==> config.mk <==
export PLATFORM = sky130hd
export DESIGN_NAME = tick_divider_ctrl
export DESIGN_NICKNAME = d
export VERILOG_FILES = /design/src/rtl/tick_divider_ctrl.sv
export SDC_FILE = /design/constraint.sdc
export NUM_CORES = 1
export LEC_CHECK = 0
export ABC_AREA = 1
export BUFFER_PORTS_ARGS = -buffer_cell sky130_fd_sc_hd__buf_2
export CAP_MARGIN = 20
export CORE_MARGIN = 3
export CORE_UTILIZATION = 40
export DETAILED_ROUTE_END_ITERATION = 8
export GPL_TIMING_DRIVEN = 1
export SLEW_MARGIN = 20
export SYNTH_ARGS = -nofsm -noshare
export SYNTH_HDL_FRONTEND = slang
export SYNTH_SLANG_ARGS = --single-unit
==> constraint.sdc <==
create_clock -name clk_in -period 4.9 [get_ports clk_in]
set_input_delay 0.245 -clock clk_in [delete_from_list [all_inputs] [get_ports clk_in]]
set_output_delay 0.245 -clock clk_in [all_outputs]
set_load 0.05 [all_outputs]
==> src/rtl/tick_divider_ctrl.sv <==
// Programmable clock-enable generator: one-cycle tick plus near-50% square enable.
// Ratio updates take effect only at period boundaries; stops always land on a wrap.
module tick_divider_ctrl #(
  parameter int unsigned CNT_W       = 8,
  parameter int unsigned DEFAULT_DIV = 8
) (
  input  logic             clk_in,
  input  logic             reset,
  input  logic             enable,
  input  logic             cfg_valid,
  input  logic [CNT_W-1:0] cfg_div,
  output logic             cfg_ready,
  output logic             cfg_done,
  output logic             cfg_err,
  output logic             tick_out,
  output logic             sq_out,
  output logic             busy_out,
  output logic [CNT_W-1:0] div_active
);

  typedef enum logic {IDLE, RUN} state_t;

  state_t           state, state_n;
  logic [CNT_W-1:0] cnt, cnt_n;
  logic [CNT_W-1:0] div_n;
  logic [CNT_W-1:0] pend_div, pend_n;
  logic             pend_valid, pend_v_n;
  logic             tick_n, sq_n, ready_n, done_n, err_n, busy_n;
  logic             xfer, wrap, half;

  always_ff @(posedge clk_in) begin
    if (reset) begin
      state      <= IDLE;
      cnt        <= '0;
      div_active <= CNT_W'(DEFAULT_DIV);
      pend_div   <= '0;
      pend_valid <= 1'b0;
      tick_out   <= 1'b0;
      sq_out     <= 1'b0;
      cfg_ready  <= 1'b1;
      cfg_done   <= 1'b0;
      cfg_err    <= 1'b0;
      busy_out   <= 1'b0;
    end else begin
      state      <= state_n;
      cnt        <= cnt_n;
      div_active <= div_n;
      pend_div   <= pend_n;
      pend_valid <= pend_v_n;
      tick_out   <= tick_n;
      sq_out     <= sq_n;
      cfg_ready  <= ready_n;
      cfg_done   <= done_n;
      cfg_err    <= err_n;
      busy_out   <= busy_n;
    end
  end

  always_comb begin
    state_n  = state;
    cnt_n    = cnt;
    div_n    = div_active;
    pend_n   = pend_div;
    pend_v_n = pend_valid;
    tick_n   = 1'b0;
    sq_n     = sq_out;
    ready_n  = cfg_ready;
    done_n   = 1'b0;
    err_n    = 1'b0;
    xfer     = cfg_valid && cfg_ready;
    wrap     = (cnt == div_active - CNT_W'(1));
    half     = (div_active > CNT_W'(1)) && (cnt == (div_active >> 1) - CNT_W'(1));

    case (state)
      IDLE: begin
        cnt_n = '0;
        sq_n  = 1'b0;
        // A ratio captured on the stopping wrap edge is drained here so cfg_ready cannot stick low.
        if (pend_valid) begin
          div_n    = pend_div;
          pend_v_n = 1'b0;
          done_n   = 1'b1;
          ready_n  = 1'b1;
        end else if (xfer) begin
          if (cfg_div == '0) begin
            err_n = 1'b1;
          end else begin
            div_n  = cfg_div;
            done_n = 1'b1;
          end
        end
        if (enable) state_n = RUN;
      end
      RUN: begin
        if (wrap) begin
          cnt_n  = '0;
          tick_n = 1'b1;
          sq_n   = 1'b1;
          if (pend_valid) begin
            div_n    = pend_div;
            pend_v_n = 1'b0;
            done_n   = 1'b1;
            ready_n  = 1'b1;
          end
          if (!enable) begin
            state_n = IDLE;
            sq_n    = 1'b0;
          end
        end else begin
          cnt_n = cnt + CNT_W'(1);
          if (half) sq_n = 1'b0;
        end
        // Only reachable with nothing pending, so a wrap-edge transfer waits for the next wrap.
        if (xfer) begin
          if (cfg_div == '0) begin
            err_n = 1'b1;
          end else begin
            pend_n   = cfg_div;
            pend_v_n = 1'b1;
            ready_n  = 1'b0;
          end
        end
      end
      default: state_n = IDLE;
    endcase

    busy_n = (state_n == RUN);
  end

endmodule

# Word-level counts from Yosys, hierarchy flattened

Index checks and enable logic that the tools add are counted.

Output and inout port bits: 14
Input port bits: 12
Word-level logic and storage cells: 63
Flip-flop bits (word level): 31

Order comparisons: 1
Bitwise operators: 2
Add/subtract/negate cells: 3
Reduce and logical (&&, ||, !) cells: 6
Equality and inequality tests: 7
Multiplexer cells: 34

Operators by type and width:

| kind                | count |
|---|---|
| $mux 8              | 6 |
| $pmux 8 s2          | 2 |
| $mux 1              | 20 |
| $eq 8x8->1          | 2 |
| $pmux 1 s2          | 6 |
| $add 8x1->8 const B | 1 |
| $gt 8x1->1 const B  | 1 |
| $logic_not 8->1     | 1 |
| $sub 7x1->8 const B | 1 |
| $sub 8x1->8 const B | 1 |
| $ne 3x3->1 const B  | 2 |
| $ne 2x1->1 const B  | 2 |
| $reduce_and 4->1    | 1 |
| $ne 3x1->1 const B  | 1 |
| $reduce_and 3->1    | 1 |
| $logic_and 1x1->1   | 2 |
| $not 1->1           | 2 |
| $reduce_or 2->1     | 1 |

# Longest topological paths before layout

Gate-level depths: netlist (run 1).

Depth after elaboration: 6
Depth in mapped cells: 15
Mapped depth without buffers: 15

# Least setup slack after synthesis (run 1)

No wires, ideal clock.

Kind: reg-to-reg
Start: register div_active[1]
End: register div_active[3]
Stages on the path, launching flop included: 14
Data arrival time: 2040 ps
Clock period less this slack: 2173 ps
Setup slack: 2727 ps
Library setup time: 133 ps
Cell sequence: dfxtp_1 > inv_1 > ha_1 > inv_1 > nor2_2 > nand2_1 > nand2_1 > nand2_1 > nand2_1 > nor2_2 > nand3_4 > buf_6 > nand3_1 > nand3_1

Cells in the longest elaborated chain, start to end: 4

RTL lines:

| what                       | line | source |
|---|---|---|
| start, declared            | 18   | `output logic [CNT_W-1:0] div_active` |
| start signal, assigned     | 35   | `div_active <= CNT_W'(DEFAULT_DIV);` |
| start signal, assigned     | 47   | `div_active <= div_n;` |
| $sub 8x1->8                | 71   | `wrap = (cnt == div_active - CNT_W'(1));` |
| $eq 8x8->1                 | 71   |  |
| $ne 2x1->1 (no line)       | --   |  |
| $reduce_and 4->1 (no line) | --   |  |

No other way between the ends.
A chain may end at the register's enable or synchronous reset.

# Worst setup path in the final report (run 1)

Start: register div_active[1]
End: register div_active[2]

Same word-level chain as after synthesis.

==> results.yml, run 1 <==
setup_path:
  critPathArrivalTime_ps: 2220
  cpMostUsedCell: "nand2_1"
  critPathSlowestCell: "dfxtp_1"
  crit_type: "flip-flop to flip-flop"
  endpoint_kind: "flip-flop"
  required_ps: 5080
  r2r_slack_ps: 2860
  critPathMaxFanout: 18
  crit_path_cell_trace: "inv_1 > ha_1 > inv_1 > nor2_2 > nand2_1 > inv_1 > nand2_1 > nand2_1 > nand2_1 > nor2_2 > nand3_4 > a21oi_2 > nor2_1"
  path_delay_family: "simple AND/OR/NAND/NOR gates"
  critPathBufInv: 3
  startpoint_type: "flip-flop"
  cpPeakStageDelay_ps: 330
global_route:
  track_usage: 0.162
  grt_pass1_wl_um: 6870
  top_usage_layer: "met2"
  use_met2: 0.258
  use_met3: 0.0441
  grt_overflow: 0
  antenna_found_initial: 0
  grt_util_met1: 0.206
  grt_pass1_vias: 1556
  grt_max_degree: 19
floorplan:
  coreArea_um2: 4440
  initial_core_util: 0.425
  pin_count: 26
  die_w_um: 74.8
  die_area_um2: 5590
  die_h_um: 74.8
  rows: 24
job:
  maxCapViolations: 0
timing:
  fmax_mhz: 490
  slew_headroom: 0.438
  worstMarginPinSlew_ps: 843
  post-route-period-util: 0.417
  fin_skew_ps: 6.36
  rsz0062_at_grt: "false"
  hold_violations: 0
  finalCriticalPeriod_ps: 2040
  slew_viol_final: 0
  finalWorstSetupSlack_ps: 2860
  fin_tns_setup_ps: 0
  report.final.setup_viol: 0
power_and_ir_drop:
  p_leak_uw: 0.00104
  power_density_nw_per_um2: 349
  max-vdd-ir-drop_uv: 165
synthesis:
  yosysWarnings: 0
  synth_area_um2: 1890
  synth_enable_flop_cells: 0
  synthFlopType: "dfxtp_1"
  synthCells: 281
  synth_area_per_cell_um2: 6.73
  synth_most_common_cell: "nand2_1"
  syn-num-nets: 297
  synth_top_area_frac: 0.328
  ys_ff_latch: 31
  synthDistinctLibCells: 24
  synth_area_leaders: "dfxtp_1, nand2_1, nor2_1"
  yosysSeqAreaShare: 0.328
  yosys.area.top_type: "dfxtp_1"
  synth.top_cells.by_count: "nand2_1, nor2_1, inv_1, dfxtp_1"
  async_reset_ff_frac: 0
clocking:
  htreeDepth: 2
  numCtsBuffers: 5
  postCtsHoldBufs: 0
  cts_num_sinks: 31
  insertion_delay_ps: 280
  post_cts_resized: 0
  cts_tree: "yes"
  cts_setup_buffers: 0
  path_clk_slew_ps: 70
  cts_buffer_depth: 2
  clockRootBuffer: "clkbuf_8"
finish:
  area_growth_pct: 12.7
  drive_gt1_frac: 0.169
  nets: 317
  final_util: 0.479
  postLayoutCellArea_um2: 2130
  fillers: 466
  diodes: 0
  final_cells: 354
outcome:
  status: "finished, final reports clean"
placed_design:
  placed_area_um2: 2010
  dp_slack_ps: 2890
  dp_cells: 346
  gp_congestion: 0.799
  hpwl_um: 3020
  portBuffers: 25
detailed_routing:
  wl_per_cell_um: 11.3
  postRouteAntennaNets: 0
  drt-total-wl_um: 4010
  post_drt_via_cell_ratio: 4.77
  firstDrtPassIters: 4
  vias: 1688
  drtIter0Drc: 70
  drc_errors: 0
worst_hold_path:
  hold_path_class: "input port to flip-flop"
[metal layers]
layer | wire length [um] | part of all wire
met5 | 0 | 0
met1 | 2030 | 0.51
met4 | 75 | 0.019
met2 | 1740 | 0.43
met3 | 166 | 0.041
[path summary, 6_finish.rpt]
check,startpoint,end,cells past startpoint
setup reg to reg,div_active[1],div_active[2],13
hold reg to reg,pend_div[3],pend_div[3],2
setup / recovery,div_active[1],div_active[2],13
hold / removal,reset,cfg_done,2
[registers in the layout, indices dropped and copies added, names as in the netlist]
register	cells
cnt	8
div_active	8
pend_div	8
cfg_done	1
cfg_err	1
cfg_ready	1
pend_valid	1
sq_out	1
state	1
tick_out	1
[cells in the final DEF (no fill, tap or decap), drive strengths merged]
cell	count
nor4	1
a21oi	19
nor3b	1
clkinv	1
nand2	63
inv	36
xor2	14
bufinv	1
nand3b	1
clkbuf	6
ha	4
buf	25
nand4	2
o21ai	22
dfxtp	31
nor2	43
nand3	22
xnor2	10
[report_power, final]
group | switching, uW | internal, uW
logic | 127 | 64.7
registers | 20.8 | 268
clock network | 98.6 | 164
total | 246 | 497
[cell type report]
type | count | area [um2] | share of cell area
Tap cell | 52 | 65.1 | 0.0305
Timing Repair Buffer | 25 | 125 | 0.0587
Multi-Input combinational cell | 202 | 1070 | 0.501
Clock buffer | 6 | 82.6 | 0.0388
Clock inverter | 2 | 35.0 | 0.0164
Inverter | 36 | 135 | 0.0634
Sequential cell | 31 | 621 | 0.291
[cell families after synthesis]
kind of cell | share of synthesized area
simple gates | 0.302
buf+inv | 0.107
compound gates | 0.124
flops | 0.328
xor+xnor | 0.111
fa+ha+maj | 0.0265
[through the flow]
stage / power (uW) / hold slack [ps]
after floorplan: 449 / 314
after global placement: 486 / 436
after detailed placement: 486 / 440
after CTS: 752 / 136
after global routing: 793 / 129
final: 743 / 145
Note: power is estimated with default switching activity, not from simulation.
==> run 2: changes to the inputs <==
==> constraint.sdc (replaced) <==
create_clock -name clk_in -period 1.9 [get_ports clk_in]
set_input_delay 0.095 -clock clk_in [delete_from_list [all_inputs] [get_ports clk_in]]
set_output_delay 0.095 -clock clk_in [all_outputs]
set_load 0.05 [all_outputs]
==> run 2 against run 1 <==
  * Flip-flop and latch count stayed put
  * Clock-buffer cell count is 1 lower
  * Largest power group unchanged
  * Sequential share of layout area is 1.5 points lower
  * Utilization is 3.1 points higher
  * Clock power is 110% higher
  * Hold slack worse by 130 ps
  * Global-route usage hardly changed
  * Fmax is 16% higher
  * Routed wire length is 4.4% higher
  * Combinational power grew to 2.9 times the previous value
  * Sequential power grew to 2.6 times the previous value
  * Die area stayed put
==> results.yml, run 2 (synthesis gave the netlist of run 1 again) <==
finish:
  reg_top3: "cnt (8), div_active (8), pend_div (8)"
  final_common_cell: "nand2_1"
  drive_gt1_frac: 0.235
  area_growth_pct: 20.1
  seq_area_um2: 627
  mostFrequentLayoutCells: "nand2_1, nor2_1, inv_1"
  multi_input_area_um2: 1130
  fillers: 476
  final_cells: 367
  nets: 330
  diodes: 0
global_route:
  track_usage: 0.163
  antenna_found_initial: 0
  grt_pass1_wl_um: 6990
  grt_max_degree: 18
  grt_pass1_vias: 1567
  grt_overflow: 0
clocking:
  cts_num_sinks: 31
  htreeDepth: 2
  insertion_delay_ps: 290
  numCtsBuffers: 5
  cts_buffer_depth: 2
  cts_setup_buffers: 0
  clockRootBuffer: "clkbuf_8"
  cts_tree: "yes"
  path_clk_slew_ps: 80
power_and_ir_drop:
  max-vdd-ir-drop_uv: 441
  total_power_uw: 1840
  power_density_nw_per_um2: 811
  p_leak_uw: 0.00109
detailed_routing:
  drtIter0Drc: 51
  vias: 1733
  drc_errors: 0
  drt-total-wl_um: 4180
  postRouteAntennaNets: 0
  post_drt_via_cell_ratio: 4.72
  firstDrtPassIters: 4
  wl_per_cell_um: 11.4
setup_path:
  critPathMaxFanout: 9
  critPathArrivalTime_ps: 1950
  crit_type: "flip-flop to flip-flop"
  startpoint_type: "flip-flop"
  required_ps: 2090
  endpoint_kind: "flip-flop"
timing:
  report.final.setup_viol: 0
  rsz0062_at_grt: "true"
  slew_headroom: 0.471
  finalWorstSetupSlack_ps: 143
  fin_skew_ps: 9.08
  slew_viol_final: 0
  fmax_mhz: 569
  post-route-period-util: 0.925
  hold_violations: 0
  finalCriticalPeriod_ps: 1760
  worstMarginPinSlew_ps: 791
placed_design:
  dp_slack_ps: 7.63
  hpwl_um: 3120
  gp_congestion: 0.815
  dp_cells: 357
  portBuffers: 25
floorplan:
  die_area_um2: 5590
  coreArea_um2: 4440
  pin_count: 26
  die_w_um: 74.8
  rows: 24
  initial_core_util: 0.425
  die_h_um: 74.8
job:
  maxCapViolations: 0
outcome:
  status: "finished, final reports clean"
worst_hold_path:
  hold_path_class: "input port to flip-flop"
[run 2: layout make-up]
class                   count  share of cell area
flip-flops and latches     31               0.276
clock inverters             3             0.00827
multi-input cells         203               0.497
repair buffers             37              0.0976
inverters                  36              0.0617
well taps                  52              0.0287
clock buffers               5              0.0303
[run 2: path summary, 6_finish.rpt]
kind	from	endpoint	slack [ps]	cells past startpoint
setup reg to reg	div_active[1]	div_active[5]	140	8
setup / recovery	div_active[1]	div_active[5]	140	8
hold reg to reg	pend_div[0]	pend_div[0]	450	2
hold / removal	enable	state	10	3
[run 2: through the flow]
stage	hold slack (ps)	setup TNS, ps	utilization	area [um2]
finish	12.5	0	0.511	2270
global placement	300	0	0.473	2100
CTS	8.75	0	0.498	2210
global route	17.9	-19.9	0.511	2270
detailed placement	298	0	0.473	2100
floorplan	164	0	-	1900
[run 2: layer usage]
| layer | track usage | up-vias | share of wire |
|---|---|---|---|
| li1 | - | 941 | - |
| met1 | 0.217 | 760 | 0.49 |
| met2 | 0.257 | 28 | 0.46 |
| met3 | 0.0427 | 4 | 0.042 |
| met4 | 0.0534 | 0 | 0.0086 |
| met5 | 0 | - | 0 |
[run 2: report_power, final]
group / switching [uW] / internal [uW] / leakage (uW)
registers: 51.7 / 693 / 0.000255
logic: 355 / 201 / 0.000787
clock network: 286 / 256 / 0.0000445
total: 692 / 1150 / 0.00109
[run 2: worst max-delay path, cell delays in order, from the launching register on]
cell     delay, ps
dfxtp_4        380
inv_6           50
ha_1           270
xor2_1         160
nand4_1        170
nor2_4         210
nand3_4        180
a21oi_2        180
nor2_1          60
[run 2: timing repair]
item                                    4_1_cts  5_1_grt
gates resized for setup                       2       16
gates cloned                                  1        0
pin swaps                                     0        2
hold endpoints to repair                      1        0
hold buffers                                  1        0
endpoints found under the setup margin        2       22
==> run 3: changes to the inputs <==
--- a/config.mk
+++ b/config.mk
@@ -5,9 +5,9 @@
 export SDC_FILE = /design/constraint.sdc
 export NUM_CORES = 1
 export LEC_CHECK = 0
-export ABC_AREA = 1
 export BUFFER_PORTS_ARGS = -buffer_cell sky130_fd_sc_hd__buf_2
 export CAP_MARGIN = 20
+export CORE_ASPECT_RATIO = 1.75
 export CORE_MARGIN = 3
 export CORE_UTILIZATION = 40
 export DETAILED_ROUTE_END_ITERATION = 8
==> run 3 against run 2 <==
  * The flow now finishes with violations (negative setup slack)
  * Clock-buffer cell count is 2 higher
  * Combinational power fell by 13%
  * Critical path type unchanged
  * Utilization rose by 6.5 points
  * Area after synthesis decreased by 6.9%
  * Flip-flop and latch count unchanged
  * Global-route usage is 3.0 points higher
  * Final cell count is 12% lower
  * First-iteration DRC count fell by 35%
  * Via count shrank 2.9%
  * Non-clock buffer count increased by 30
  * Register-to-register slack got worse by 730 ps
==> results.yml, run 3 <==
synthesis:
  yosys.area.top_type: "dfxtp_1"
  yosysWarnings: 0
  synth_most_common_cell: "dfxtp_1"
  synthFlopType: "dfxtp_1"
  synthCells: 210
  syn-num-nets: 226
  synth_area_per_cell_um2: 8.38
  yosysSeqAreaShare: 0.353
  synth_area_leaders: "dfxtp_1, xnor2_1, xor2_1"
  synthDistinctLibCells: 41
  synth_enable_flop_cells: 0
  synth_top_area_frac: 0.353
  synth_area_um2: 1760
  async_reset_ff_frac: 0
  synth.top_cells.by_count: "dfxtp_1, nor2_1, nand2_1, nand3_1, a21oi_1"
  ys_ff_latch: 31
timing:
  worstMarginPinSlew_ps: 415
  rsz0062_at_grt: "true"
  report.final.setup_viol: 22
  finalCriticalPeriod_ps: 2490
  slew_viol_final: 0
  fin_skew_ps: 8.15
  slew_headroom: 0.716
  fin_tns_setup_ps: -11220
  fmax_mhz: 402
  hold_violations: 0
  post-route-period-util: 1.31
  finalWorstSetupSlack_ps: -590
placed_design:
  gp_congestion: 0.821
  portBuffers: 25
  placed_area_um2: 2210
  hpwl_um: 3630
detailed_routing:
  firstDrtPassIters: 4
  drtIter0Drc: 33
  postRouteAntennaNets: 0
  drt-total-wl_um: 4760
  vias: 1682
  drc_errors: 0
  wl_per_cell_um: 14.8
  post_drt_via_cell_ratio: 5.22
job:
  maxCapViolations: 0
worst_hold_path:
  min_to: "state"
  hold_path_class: "input port to flip-flop"
  hold_path_depth: 3
  hold_start: "enable"
floorplan:
  die_w_um: 56.1
  coreArea_um2: 4190
  rows: 31
  die_area_um2: 5260
  initial_core_util: 0.420
  die_h_um: 93.7
  pin_count: 26
setup_path:
  rr_worst_depth: 9
  required_ps: 2090
  r2r_slack_ps: -590
  crit_type: "flip-flop to flip-flop"
  reg2reg_to: "div_active[1]"
  critPathMaxFanout: 5
  endpoint_kind: "flip-flop"
  critPathArrivalTime_ps: 2680
  timing.rr.start: "div_active[1]"
  startpoint_type: "flip-flop"
finish:
  drive_gt1_frac: 0.348
  postLayoutCellArea_um2: 2410
  final_common_cell: "buf_4"
  area_growth_pct: 37.2
  diodes: 0
  reg_top3: "cnt (8), div_active (8), pend_div (8)"
  mostFrequentLayoutCells: "buf_4, dfxtp_1, buf_2"
  nets: 288
  final_util: 0.576
outcome:
  status: "finished with violations"
  violations: "negative setup slack"
clocking:
  cts_tree: "yes"
  cts_num_sinks: 31
  numCtsBuffers: 5
  clockRootBuffer: "clkbuf_8"
  htreeDepth: 2
  path_clk_slew_ps: 70
  cts_buffer_depth: 2
  insertion_delay_ps: 290
global_route:
  grt_max_degree: 30
  track_usage: 0.192
  antenna_found_initial: 0
  grt_pass1_wl_um: 7750
  grt_overflow: 0
  grt_pass1_vias: 1659
power_and_ir_drop:
  max-vdd-ir-drop_uv: 629
  p_leak_uw: 0.00101
  power_density_nw_per_um2: 746
  total_power_uw: 1800
## run 3: changes by cell type after synthesis, sizes merged, moves of 4 or more
cell,delta
o21ai,-13
clkbuf,+4
nand3,-7
nor2,-24
a21oi,-5
or4,+8
nand2,-46
mux2i,+8
nand2b,+6
inv,-30
o31ai,+6
## run 3: layout make-up
cell class / instances / area [um2]
tap: 49 / 61.3
timing repair buffer: 67 / 452
fill: 402 / 1780
multi-input combinational: 161 / 1130
sequential: 31 / 629
clock buffer: 7 / 108
clock inverter: 1 / 5.00
inverter: 6 / 27.5
## run 3: cells by family after synthesis
group,count (synthesis),share of synthesized area
flops,31,0.353
xor+xnor,22,0.110
simple gates,82,0.241
buf+inv,19,0.0462
compound gates,44,0.176
mux,8,0.0455
fa+ha+maj,4,0.0285
## run 3: routing by layer
metal	share of wire	vias to the layer above	GRT usage
li1	-	868	-
met1	0.36	772	0.178
met2	0.57	27	0.372
met3	0.026	15	0.0330
met4	0.042	0	0.127
met5	0	-	0
## run 3: power by group
group | switching [uW] | total [uW] | internal (uW)
clock network | 248 | 619 | 371
registers | 20.5 | 698 | 678
logic | 280 | 484 | 204
## run 3: timing repair
item | 4_1_cts | 5_1_grt
setup endpoints to repair | 22 | 22
gates cloned | 1 | 0
pin swaps | 3 | 2
gates resized for setup | 12 | 5
hold buffers | 0 | 0
buffers inserted | 5 | 0
## run 3: metrics by stage
stage	cells	hold slack [ps]	setup WS [ps]
floorplan	210	221	-662
global placement	310	366	-599
detailed placement	310	365	-651
CTS	323	59.5	-587
global route	322	78.0	-690
finish	322	63.1	-590
## run 3: worst max-delay path by stage
stage | start | to
finish | div_active[1] | div_active[1]
global route | div_active[1] | div_active[0]
CTS | div_active[1] | div_active[7]
detailed placement | div_active[1] | div_active[7]
global placement | div_active[1] | div_active[1]
floorplan | div_active[1] | div_active[1]
## run 3: worst max-delay path, stage by stage (launching register included)
cell       delay, ps
dfxtp_4          350
inv_4             60
ha_4             120
or3b_4           370
or4_4            430
a2111oi_4        290
buf_4            200
a31oi_4          100
or4_1            410
o31ai_1           70
